--- config.mk ---
export PLATFORM = sky130hd
export DESIGN_NAME = bitrev_pipe
export DESIGN_NICKNAME = d
export VERILOG_FILES = /design/src/rtl/bitrev_pipe_pkg.sv /design/src/rtl/bitperm_comb.sv /design/src/rtl/bitrev_pipe.sv
export SDC_FILE = /design/constraint.sdc
export NUM_CORES = 1
export LEC_CHECK = 0
export CORE_UTILIZATION = 45
export CTS_CLUSTER_SIZE = 30
export DETAILED_ROUTE_END_ITERATION = 10
export GPL_ROUTABILITY_DRIVEN = 0
export GPL_TIMING_DRIVEN = 1
export PLACE_DENSITY = 0.67
export SLEW_MARGIN = 10
export SYNTH_ARGS = -nofsm -noshare
export SYNTH_HDL_FRONTEND = slang
export SYNTH_HIERARCHICAL = 1
export SYNTH_SLANG_ARGS = --single-unit
--- constraint.sdc ---
create_clock -name clk -period 2.9 [get_ports clk]
set_input_delay 0.87 -clock clk [delete_from_list [all_inputs] [get_ports clk]]
set_output_delay 0.87 -clock clk [all_outputs]
set_load 0.02 [all_outputs]
--- src/rtl/bitrev_pipe_pkg.sv ---
// Shared definitions for the bit/byte permutation pipeline: mode encodings
// and the legal-width rule, imported by the datapath and by the bench.
package bitrev_pipe_pkg;

    // Operation select carried on in_mode
    typedef enum logic [1:0] {
        MODE_BITREV  = 2'b00,
        MODE_BYTEREV = 2'b01,
        MODE_PASS    = 2'b10,
        MODE_FIELD   = 2'b11
    } mode_e;

    localparam int unsigned ModeW = 2;

    // Data width must be a whole number of bytes, at least one byte
    function automatic bit width_ok(int unsigned w);
        return (w >= 8) && ((w % 8) == 0);
    endfunction

endpackage

--- src/rtl/bitperm_comb.sv ---
// Purely combinational permutation network: bit reverse, byte reverse,
// pass-through, or reversal of the low L bits with the upper bits kept.
// The length input is expected to be already clamped to WIDTH.
module bitperm_comb
    import bitrev_pipe_pkg::*;
#(
    parameter int WIDTH = 16,
    parameter int LW    = $clog2(WIDTH + 1)
) (
    input  logic [WIDTH-1:0] a,
    input  mode_e            mode,
    input  logic [LW-1:0]    len,
    output logic [WIDTH-1:0] result
);

    logic [WIDTH-1:0] bit_rev;
    logic [WIDTH-1:0] byte_rev;
    logic [WIDTH-1:0] field_low;
    logic [WIDTH-1:0] field_mask;
    logic [WIDTH-1:0] field_rev;

    // Full reversals; the field result reuses the full bit reversal, shifted
    // down so that bit L-1 of A lands at bit 0.  A shift by WIDTH (len = 0)
    // yields all zeros, and the mask then selects A unchanged.
    always_comb begin
        bit_rev    = {<<{a}};
        byte_rev   = {<<8{a}};
        field_low  = bit_rev >> (LW'(WIDTH) - len);
        field_mask = ~({WIDTH{1'b1}} << len);
        field_rev  = (field_low & field_mask) | (a & ~field_mask);
    end

    // Select the requested permutation
    always_comb begin
        result = a;
        unique case (mode)
            MODE_BITREV:  result = bit_rev;
            MODE_BYTEREV: result = byte_rev;
            MODE_PASS:    result = a;
            MODE_FIELD:   result = field_rev;
            default:      result = a;
        endcase
    end

endmodule

--- src/rtl/bitrev_pipe.sv ---
// Two-stage valid/ready pipeline around bitperm_comb.  Stage 1 captures the
// operand, mode and clamped field length; stage 2 captures the permuted
// result.  The only combinational input-to-output path is out_ready to
// in_ready.
module bitrev_pipe
    import bitrev_pipe_pkg::*;
#(
    parameter int WIDTH = 16,
    parameter int LW    = $clog2(WIDTH + 1)
) (
    input  logic             clk,
    input  logic             rst,
    input  logic             in_valid,
    output logic             in_ready,
    input  logic [WIDTH-1:0] in_data,
    input  logic [1:0]       in_mode,
    input  logic [LW-1:0]    in_len,
    output logic             out_valid,
    input  logic             out_ready,
    output logic [WIDTH-1:0] out_data
);

    if (!width_ok(WIDTH)) begin : gen_bad_width
        $error("bitrev_pipe: WIDTH=%0d must be a multiple of 8 and >= 8", WIDTH);
    end

    logic             s1_valid_q, s1_valid_d;
    logic [WIDTH-1:0] s1_data_q, s1_data_d;
    mode_e            s1_mode_q, s1_mode_d;
    logic [LW-1:0]    s1_len_q, s1_len_d;
    logic             s2_valid_q, s2_valid_d;
    logic [WIDTH-1:0] s2_data_q, s2_data_d;

    logic             s2_adv;
    logic             s1_adv;
    logic             accept;
    logic [LW-1:0]    len_clamped;
    logic [WIDTH-1:0] perm_result;

    // Handshake: stage 2 moves when empty or drained; stage 1 follows it
    always_comb begin
        s2_adv   = !s2_valid_q || out_ready;
        s1_adv   = s1_valid_q && s2_adv;
        in_ready = !s1_valid_q || s1_adv;
        accept   = in_valid && in_ready;
    end

    // Clamp the field length so the permutation only ever sees 0..WIDTH
    always_comb begin
        len_clamped = (in_len > LW'(WIDTH)) ? LW'(WIDTH) : in_len;
    end

    // Stage 1 next state: load on accept, otherwise empty out when it moves on
    always_comb begin
        s1_valid_d = s1_valid_q;
        s1_data_d  = s1_data_q;
        s1_mode_d  = s1_mode_q;
        s1_len_d   = s1_len_q;
        if (accept) begin
            s1_valid_d = 1'b1;
            s1_data_d  = in_data;
            s1_mode_d  = mode_e'(in_mode);
            s1_len_d   = len_clamped;
        end else if (s1_adv) begin
            s1_valid_d = 1'b0;
        end
    end

    bitperm_comb #(
        .WIDTH (WIDTH),
        .LW    (LW)
    ) u_perm (
        .a      (s1_data_q),
        .mode   (s1_mode_q),
        .len    (s1_len_q),
        .result (perm_result)
    );

    // Stage 2 next state: a stage-1 bubble clears s2_valid when stage 2 moves
    always_comb begin
        s2_valid_d = s2_valid_q;
        s2_data_d  = s2_data_q;
        if (s2_adv) begin
            s2_valid_d = s1_valid_q;
            if (s1_valid_q) begin
                s2_data_d = perm_result;
            end
        end
    end

    // Pipeline registers; reset drops anything in flight
    always_ff @(posedge clk or posedge rst) begin
        if (rst) begin
            s1_valid_q <= 1'b0;
            s1_data_q  <= '0;
            s1_mode_q  <= MODE_BITREV;
            s1_len_q   <= '0;
            s2_valid_q <= 1'b0;
            s2_data_q  <= '0;
        end else begin
            s1_valid_q <= s1_valid_d;
            s1_data_q  <= s1_data_d;
            s1_mode_q  <= s1_mode_d;
            s1_len_q   <= s1_len_d;
            s2_valid_q <= s2_valid_d;
            s2_data_q  <= s2_data_d;
        end
    end

    // Outputs come straight from stage-2 flops
    always_comb begin
        out_valid = s2_valid_q;
        out_data  = s2_data_q;
    end

endmodule

# Yosys cells after proc, flatten, opt, wreduce, memory -nomap -nowiden
# Index checks and enable logic that the tools add are counted.
# classes
bitwise_logic,5
n_eq_ne,3
add_sub_neg,1
magnitude_cmp,1
n_mux,4
reduce_logical,9
shift,2
# ops
operator,count
16-bit case mux with 4 select lines,1
16-bit bitwise AND,2
16-bit inverter,2
16-bit OR,1
16-bit by 5-bit left shift with 16-bit output (first input constant),1
16-bit by 5-bit right shift with 16-bit output,1
5-bit > comparator (second input constant),1
5-bit two-way mux,1
5-bit subtractor (first input constant),1
2-bit == test (second input constant),2
2-bit by 1-bit == test with 1-bit output (second input constant),1
1-bit logical AND,2
1-bit logical NOT,2
2-bit logical NOT,1
1-bit logical OR,2
1-bit two-way mux,2
2-bit AND reduction,1
2-bit nonzero test,1
# totals
reg_bits,41
inputBits,27
output_inout_bits,18
elab_cells,31

# Logic depth before layout (Yosys ltp)
# depth
depth_word,6
depth_mapped,11

# By module
# Netlist, hierarchy kept.
# modules_own_cells
mod,instances,area_each_um2,cells_each
bitperm_comb,1,1730.4,246
bitrev_pipe,1,1670.4,94

# Least setup slack after synthesis
# No wires, ideal clock.
# synth_timing
path_kind,register -> register
startpoint,register s1_len_q[0]
endpoint,"register s2_data_q[6], in the netlist out_data[6]"
arrival_time_ns,2.497
slack_ns,0.278
required_time_ns,2.775
stages_incl_launch_ff,11
setup_ns,0.125
cell_sequence,dfrtp_1 > buf_6 > clkinv_1 > ha_1 > buf_2 > buf_2 > mux4_2 > mux2_1 > a22oi_1 > o21ai_1 > mux2_4
# synth_between
elab_chain_len,6
# synth_lines
item,line,source
start: declaration,bitrev_pipe.sv:30,"logic [LW-1:0] s1_len_q, s1_len_d;"
start signal: assignment,bitrev_pipe.sv:104,s1_len_q <= s1_len_d;
branches (longest 4 deep; another with 5-bit subtractor),--,
16-bit OR (*),bitperm_comb.sv:30,field_rev = (field_low & field_mask) | (a & ~field_mask);
16-bit case mux with 4 select lines (*),bitperm_comb.sv:36,unique case (mode)
via perm_result[6],bitrev_pipe.sv:38,logic [WIDTH-1:0] perm_result;
end signal: assignment,bitrev_pipe.sv:106,s2_data_q <= s2_data_d;
end: declaration,bitrev_pipe.sv:32,"logic [WIDTH-1:0] s2_data_q, s2_data_d;"
# Mark *: on every way through the listed nets, which the timed path passes.
# A chain may end at the register's enable or synchronous reset.

# Worst setup path after layout
# layout_timing
startpoint,input out_ready
endpoint,output in_ready
# layout_between
elab_chain_len,3
# layout_lines
item,line,source
start: declaration,bitrev_pipe.sv:19,"input logic out_ready,"
1-bit logical OR,bitrev_pipe.sv:42,s2_adv = !s2_valid_q || out_ready;
1-bit logical AND,bitrev_pipe.sv:43,s1_adv = s1_valid_q && s2_adv;
1-bit logical OR,bitrev_pipe.sv:44,in_ready = !s1_valid_q || s1_adv;
end: declaration,bitrev_pipe.sv:14,"output logic in_ready,"
# No other way between the ends.

==> out/metrics.cfg <==
[finish]
antenna_cells=0
drive_gt1_share_pct=23.6
fin_cells=481
seqCellArea_um2=1030
multi_input_area_um2=2150
nFillCells=689
areaGrowthSynthToFinish_pct=18.2
layout.nets=412

[timing]
whs_ns=0.506
layout_setup_ws_ns=0.210
finalSetupViolations=0
rsz0062_at_grt=false
fin_tns_setup_ns=0
period_minus_slack_ns=2.69
tightest_slew_ns=0.844
max_freq_mhz=372
relSlewSlack_pct=43.7
period_share_pct=92.8
hold_viol_final=0
slew_viol_final=0
finClkSkew_ns=0.0128

[yosys]
synthCells=340
yosys_register_bits=41
synth_area_um2=3400
ys_warn_count=6
synth.most_common_cell=dfrtp_1
yosys-top-cells-area=dfrtp_1 30%, mux2_2 9.6%, mux2_4 8.4%
synth_edf_count=0
async_flop_share_pct=100
synthTopCellsByCount=41 x dfrtp_1, 29 x mux2_2, 22 x mux2i_1, 21 x o21ai_0
synth_top_area_cell=dfrtp_1
syn-num-nets=371
synth_top_area_share_pct=30.2
ys_types=60
synth_flop_cell=dfrtp_1
syn_area_per_cell_um2=10.0
ys_seq_area_share_pct=30.2

[floorplanning]
fp.dieW_um=88.9
die-area_um2=7910
start_util_pct=46.6
num_rows=31
core_area_um2=7290
ios=45
die_h_um=88.9

[setup_path]
reg2reg_to=out_data[2]
crit_path_cell_trace=clkdlybuf4s50_1, nand3b_4, dlygate4sd2_1
critical-path-max-stage-delay_ns=0.48
reg2reg_slack_ns=0.25
r2r-start=s1_len_q[0]
start_kind=input pin
crit_path_max_fanout=2
crit_path_end_kind=output pin
crit_type=input pin to output pin
reg2reg_depth=8
crit_arrival_ns=1.82
slowest_stage=clkdlybuf4s50_1
required_ns=2.03

[power]
leakage_nw=1.69
total_power_w=0.00278
vdd_drop_max_uv=315
p_per_area_nw_per_um2=692

[clock_network]
clock_latency_ns=0.29
htree_num_levels=2
path_clk_slew_ns=0.08
root_buffer=clkbuf_8
cts.path.max_buffers=2
cts_hold_buf=0
post_cts_buffers=0
cts_resized=1
numCtsBuffers=5
cts_sinks=41
cts_tree=built

[grt]
grt.total_usage_pct=23.6
antenna_found_initial=0
grt_first_pass_wirelength_mm=13.9
grt_overflow=0
grt_max_degree=42
met3_usage_pct=3.97
grt_pass1_vias=2703
gr-max-usage-layer=met2
grtUsageMet2_pct=37.2
gr-usage-met1_pct=33.5

[placement]
place_ws_ns=-0.0776
io_buffers=44
dp.cells=473
dp_hpwl_mm=6.10

[hold_path]
min_to=out_data[15]
hold_class=register to register
hold_start=out_data[15]
hold_depth=1

[run_status]
outcome=finished clean

[drt]
drc=0
viasPerCell=5.89
drt_wl_total_mm=8.43
wl_per_cell_um=17.5
drt.antenna.violating_nets=0
drtIter0Drc=293
dr.pass1.iters=5
vias=2835

[flow_run]
max-cap-violations=0

-- registers in the layout, summed over array words and instances, names as in the netlist --
name and flops:
out_data 16, s1_len_q 5, s1_data_q 16, out_valid 1
s1_mode_q 2, s1_valid_q 1
-- cell usage in the layout (no fill, tap or decap), types with 9 or more instances in the layout --
cell type	synthesis	routed
nand2_1	13	13
mux2_4	19	19
buf_4	1	16
dfrtp_1	41	41
clkdlybuf4s50_1	0	43
a21oi_1	20	20
mux4_2	9	9
nor2_1	19	19
nor2b_1	20	20
o21ai_0	21	21
mux2_2	29	29
inv_1	16	16
mux2i_1	22	22
-- worst max-delay path: cells and delay by family --
| kind | cells | cell delay [ns] |
|---|---|---|
| buffers and inverters | 2 | 0.81 |
| and+or+nand+nor | 1 | 0.13 |
-- cell type report --
cell class	instances	share of cell area (%)
multi-input combinational	256	53.5
sequential	41	25.5
timing repair buffer	60	13.9
tap	99	3.08
clock buffer	6	2.05
inverter	17	1.59
clock inverter	2	0.342
-- per-stage QoR --
stage                     utilization, %  area [µm²]
final                               55.1        4020
after floorplan                        -        3400
after global placement              53.8        3930
after CTS                           55.1        4020
after detailed placement            53.8        3930
after global routing                55.1        4020
-- worst max path at each step --
stage | slack (ns) | to | start
floorplan | 0.28 | out_data[6] | s1_len_q[0]
global placement | -0.04 | in_ready | out_ready
detailed placement | -0.08 | in_ready | out_ready
CTS | 0.19 | in_ready | out_ready
global route | 0.09 | out_data[6] | s1_len_q[0]
finish | 0.21 | in_ready | out_ready
-- logic make-up after synthesis --
family | count (synthesis) | synth area share [%]
AND/OR/NAND/NOR | 88 | 15.1
AO/OA/AOI/OAI | 82 | 15.4
multiplexers | 80 | 30.8
buffers and inverters | 43 | 6.59
flip-flops | 41 | 30.2
adder cells (fa/ha/maj) | 4 | 1.47
XOR/XNOR | 2 | 0.515
-- where the power goes --
group | leakage, nW | internal (W) | switching, W
Combinational | 1.15 | 0.000773 | 0.000711
Sequential | 0.488 | 0.000715 | 0.000191
Clock | 0.0512 | 0.000193 | 0.000200
Total | 1.69 | 0.00168 | 0.00110
-- metal layers --
metal,part of all wire (%),wire length [µm]
met4,1.5,128
met3,7.7,647
met1,45,3790
met2,46,3870
met5,0,0
No activity file was read; power rests on OpenSTA's default activity.
